File: src/rtl/key_pulse.sv
// key_pulse: debounces a raw push-button and emits one registered clock pulse
// per confirmed press, plus a registered debounced key level.
// A press or release is accepted only after the synchronized key holds its new
// level for 2^N consecutive cycles inside the corresponding check state.
module key_pulse #(
    parameter int   N       = 20,
    parameter logic KEY_ACT = 1'b1
) (
    input  logic clk,
    input  logic n_rst,
    input  logic key_in,
    output logic dout,
    output logic level
);

    typedef enum logic [1:0] {
        S_IDLE = 2'd0,
        S_PCHK = 2'd1,
        S_HELD = 2'd2,
        S_RCHK = 2'd3
    } state_t;

    // Synchronizer: polarity is normalized on entry so sync2 = 1 always means pressed.
    logic         sync1_d;
    logic         sync1_q;
    logic         sync2_q;

    state_t       state_d;
    state_t       state_q;
    logic [N-1:0] cnt_d;
    logic [N-1:0] cnt_q;
    logic         dout_d;
    logic         dout_q;
    logic         level_d;
    logic         level_q;

    assign sync1_d = key_in ^ ~KEY_ACT;

    // Two-flop synchronizer for the asynchronous key input.
    always_ff @(posedge clk or negedge n_rst) begin
        if (!n_rst) begin
            sync1_q <= 1'b0;
            sync2_q <= 1'b0;
        end else begin
            sync1_q <= sync1_d;
            sync2_q <= sync1_q;
        end
    end

    // Debounce FSM next-state, stability counter and registered output decode.
    always_comb begin
        state_d = state_q;
        cnt_d   = cnt_q;
        dout_d  = 1'b0;
        case (state_q)
            S_IDLE: begin
                if (sync2_q) begin
                    state_d = S_PCHK;
                    cnt_d   = '1;
                end
            end
            S_PCHK: begin
                // A bounce back to inactive wins over an expiring counter.
                if (!sync2_q) begin
                    state_d = S_IDLE;
                end else if (cnt_q == '0) begin
                    state_d = S_HELD;
                    dout_d  = 1'b1;
                end else begin
                    cnt_d = cnt_q - N'(1);
                end
            end
            S_HELD: begin
                if (!sync2_q) begin
                    state_d = S_RCHK;
                    cnt_d   = '1;
                end
            end
            S_RCHK: begin
                // Returning to active cancels the release without a new pulse.
                if (sync2_q) begin
                    state_d = S_HELD;
                end else if (cnt_q == '0) begin
                    state_d = S_IDLE;
                end else begin
                    cnt_d = cnt_q - N'(1);
                end
            end
            default: begin
                state_d = S_IDLE;
            end
        endcase
        level_d = (state_d == S_HELD) || (state_d == S_RCHK);
    end

    // State, counter and output registers; reset forces everything idle at once.
    always_ff @(posedge clk or negedge n_rst) begin
        if (!n_rst) begin
            state_q <= S_IDLE;
            cnt_q   <= '0;
            dout_q  <= 1'b0;
            level_q <= 1'b0;
        end else begin
            state_q <= state_d;
            cnt_q   <= cnt_d;
            dout_q  <= dout_d;
            level_q <= level_d;
        end
    end

    assign dout  = dout_q;
    assign level = level_q;

endmodule

File: config.mk
export PLATFORM = sky130hd
export DESIGN_NAME = key_pulse
export DESIGN_NICKNAME = d
export VERILOG_FILES = /design/src/rtl/key_pulse.sv
export SDC_FILE = /design/constraint.sdc
export NUM_CORES = 1
export LEC_CHECK = 0
export BUFFER_PORTS_ARGS = -buffer_cell sky130_fd_sc_hd__buf_2
export CAP_MARGIN = 20
export CORE_ASPECT_RATIO = 1.5
export CORE_MARGIN = 2
export CORE_UTILIZATION = 35
export CTS_CLUSTER_SIZE = 14
export DETAILED_ROUTE_END_ITERATION = 12
export HOLD_SLACK_MARGIN = 0.15
export MAX_ROUTING_LAYER = met4
export SETUP_SLACK_MARGIN = 0.5
export SLEW_MARGIN = 25
export SYNTH_ARGS = -nofsm -noshare
export SYNTH_HDL_FRONTEND = slang
export SYNTH_SLANG_ARGS = --single-unit
File: constraint.sdc
create_clock -name clk -period 1.72 [get_ports clk]
set_input_delay 0 -clock clk [delete_from_list [all_inputs] [get_ports clk]]
set_output_delay 0 -clock clk [all_outputs]
set_load 0.005 [all_outputs]
==> impl_metrics.env <==
export IMPL_outcome="finished, violations left"
export IMPL_failed_checks="negative setup slack"
export IMPL_power_total_mw=1.333
export IMPL_synth_mux_area_share_pct=2.195
export IMPL_gp_congestion=0.8583
export IMPL_maxCapViolations=0
export IMPL_critPathRequiredTime_ps=1930
export IMPL_antenna_cells=0
export IMPL_fp_dieH_um=82.15
export IMPL_routed_wl_um=3742
export IMPL_clk_root_buffer_cell="clkbuf_8"
export IMPL_start_kind="flip-flop"
export IMPL_final_hold_viol_count=0
export IMPL_grt_pass1_wl_um=6341
export IMPL_syn_to_final_growth_pct=42.84
export IMPL_post_route_period_util_pct=103.4
export IMPL_die_w_um=56.10
export IMPL_synth_seq_area_share_pct=43.90
export IMPL_yosysMostFrequentCell="dfrtp_1"
export IMPL_dominantRegCellSynth="dfrtp_1"
export IMPL_skew_ps=3.339
export IMPL_synthSimpleGateAreaFrac_pct=28.80
export IMPL_grt_pass1_vias=1428
export IMPL_crit_type="flip-flop to flip-flop"
export IMPL_final_layout_size_suffix_gt1_share_pct=46.28
export IMPL_ir_drop_mv=0.5450
export IMPL_relSlewSlack_pct=61.48
export IMPL_worst_slew_pin_transition_ps=577.8
export IMPL_pre_cts_ws_ps=-95.20
export IMPL_clk_latency_ps=270
export IMPL_synth_compound_area_share_pct=17.47
export IMPL_dp_hpwl_um=2593
export IMPL_synth_top_area_cell="dfrtp_1"
export IMPL_antenna_found_initial=0
export IMPL_avgSynthCellArea_um2=9.966
export IMPL_via_per_inst=5.781
export IMPL_numCtsBuffers=3
export IMPL_drtPass1Iterations=4
export IMPL_clk_pin_slew_ps=90
export IMPL_vias=1347
export IMPL_ioPinCount=5
export IMPL_fin_ws_ps=-58.61
export IMPL_groute_usage_overall_pct=18.10
export IMPL_grt_start_max_net_pins=26
export IMPL_syn_inst=143
export IMPL_cts_max_path_buffers=2
export IMPL_yosys_top_cells_area="dfrtp_1 44%, nor2_1 4.0%, a21oi_1 3.2%, nor3_1 3.2%, buf_6 3.2%"
export IMPL_p_leak_nw=0.8198
export IMPL_async_reset_ff_share_pct=100.0
export IMPL_port_buffers=4
export IMPL_fp_row_count=28
export IMPL_synth_fa_ha_area_share_pct=0.8780
export IMPL_cts_sinks=25
export IMPL_cp_max_fo=3
export IMPL_min_period_ps=1779
export IMPL_whs_ps=259.0
export IMPL_syn_nets=147
export IMPL_hold_class="input port to asynchronous set/reset pin"
export IMPL_routedWlPerCell_um=16.06
export IMPL_synth_top_cell_area_share_pct=43.90
export IMPL_finalSetupViolCount=14
export IMPL_final_max_slew_violation_count=0
export IMPL_grt_setup_unrepaired="yes"
export IMPL_die_area_um2=4609
export IMPL_synth_common_cells="25 x dfrtp_1, 15 x nor2_1, 9 x a21oi_1, 9 x nand2_1, 9 x nor3_1"
export IMPL_ys_warn_count=0
export IMPL_drt_iter0_drc=20
export IMPL_crit_path_start="cnt_q[11]"
export IMPL_synth_xor_area_share_pct=1.756
export IMPL_start_util_pct=36.32
export IMPL_ys_ff_latch=25
export IMPL_rr_startpoint="cnt_q[11]"
export IMPL_syn_area_um2=1425
export IMPL_power_density_nw_per_um2=654.9
export IMPL_fmax_ghz=0.5622
export IMPL_postRouteAntennaNets=0
export IMPL_ys_types=49
export IMPL_nets=193
export IMPL_end_kind="flip-flop"
export IMPL_drcViolationCount=0
export IMPL_core_area_um2=3924
export IMPL_synth_edf_count=0
export IMPL_synth_top_family_by_area="simple AND/OR/NAND/NOR gates"
export IMPL_htreeDepth=1
export IMPL_nFillCells=356
export IMPL_tritoncts="yes"
export IMPL_cp_data_arrival_time_ps=1990
export IMPL_globalRouteOverflowTotal=0
-- per-layer routing --
layer / vias up / global-route usage, % / part of all wire, %
li1: 634 / - / -
met1: 669 / 17.51 / 37
met4: 0 / 10.48 / 4.7
met3: 16 / 1.558 / 1.7
met2: 28 / 35.06 / 57
met5: - / - / 0
-- placed cells by master (no fill, tap or decap), drive strengths merged --
master / count
a211oi: 2
a21oi: 9
a22o: 1
a31oi: 5
a41o: 1
a41oi: 1
and2: 1
and3: 2
and3b: 1
and4: 4
buf: 44
clkbuf: 4
dfrtp: 25
dlygate4sd3: 2
ha: 1
inv: 6
mux2: 1
mux2i: 2
nand2: 9
nand2b: 1
nand3: 6
nand3b: 1
nand4: 3
nor2: 16
nor3: 11
nor3b: 1
nor4: 5
o2111ai: 1
o21a: 1
o21ai: 9
o22ai: 1
o311a: 2
o311ai: 1
o31ai: 2
o41ai: 1
or3: 1
or4: 2
xnor2: 1
xor2: 1
-- worst paths after layout --
| path | end | slack [ps] | cells past startpoint |
|---|---|---|---|
| min reg2reg | sync2_q | 360 | 0 |
| min | cnt_q[7] | 260 | 2 |
| max | cnt_q[17] | -60 | 5 |
| max reg2reg | cnt_q[17] | -60 | 5 |
| max in group asynchronous | cnt_q[14] | 1050 | 2 |
| min in group clk | sync2_q | 360 | 0 |
-- power by group --
group	switching (mW)	internal, mW
Combinational	0.137	0.128
Clock	0.186	0.166
Sequential	0.0789	0.637
-- repair_timing --
| item | CTS | global route |
|---|---|---|
| setup endpoints to repair | 23 | 23 |
| gates resized for setup | 28 | 4 |
| pin swaps | 12 | 9 |
| gates cloned | 0 | 0 |
| buffers inserted | 6 | 4 |
| hold buffers | 2 | 0 |
| endpoints found under the hold margin | 26 | 0 |
-- registers in the layout, indices dropped and copies added (netlist names) --
register and cells:
sync2_q 1, level 1, sync1_q 1, dout 1
cnt_q 20, state_q 1
-- cells by family (layout without fill, tap and decap cells) --
family	Yosys count	in the layout
adder cells (fa/ha/maj)	1	1
multiplexers	3	3
AO/OA/AOI/OAI	37	37
XOR/XNOR	2	2
AND/OR/NAND/NOR	64	64
buffers and inverters	11	56
flip-flops	25	25
-- cell type report --
| cell class | instances | area, um2 | share of cell area (%) |
|---|---|---|---|
| multi-input combinational | 107 | 907.1 | 44.56 |
| timing repair buffer | 46 | 375.4 | 18.44 |
| sequential | 25 | 626.9 | 30.79 |
| tap | 45 | 56.30 | 2.766 |
| clock buffer | 4 | 45.04 | 2.213 |
| inverter | 6 | 25.02 | 1.229 |
-- worst max-delay path, stage by stage, from the launching register on --
cell,delay [ps]
dfrtp_1,430
or4_4,560
nor2_4,100
o2111ai_2,110
or4_1,420
nand3_1,100
-- through the flow --
step / util, % / instances / TNS, ps / cell area [um2]
floorplan: - / 143 / -88.90 / 1498
global placement: 44.61 / 217 / -140.0 / 1750
detailed placement: 44.61 / 217 / -325.4 / 1750
CTS: 50.45 / 229 / -550.3 / 1979
global route: 51.88 / 233 / -2022 / 2036
finish: 51.88 / 233 / -463.8 / 2036
Power figures use the tool's default switching activity.
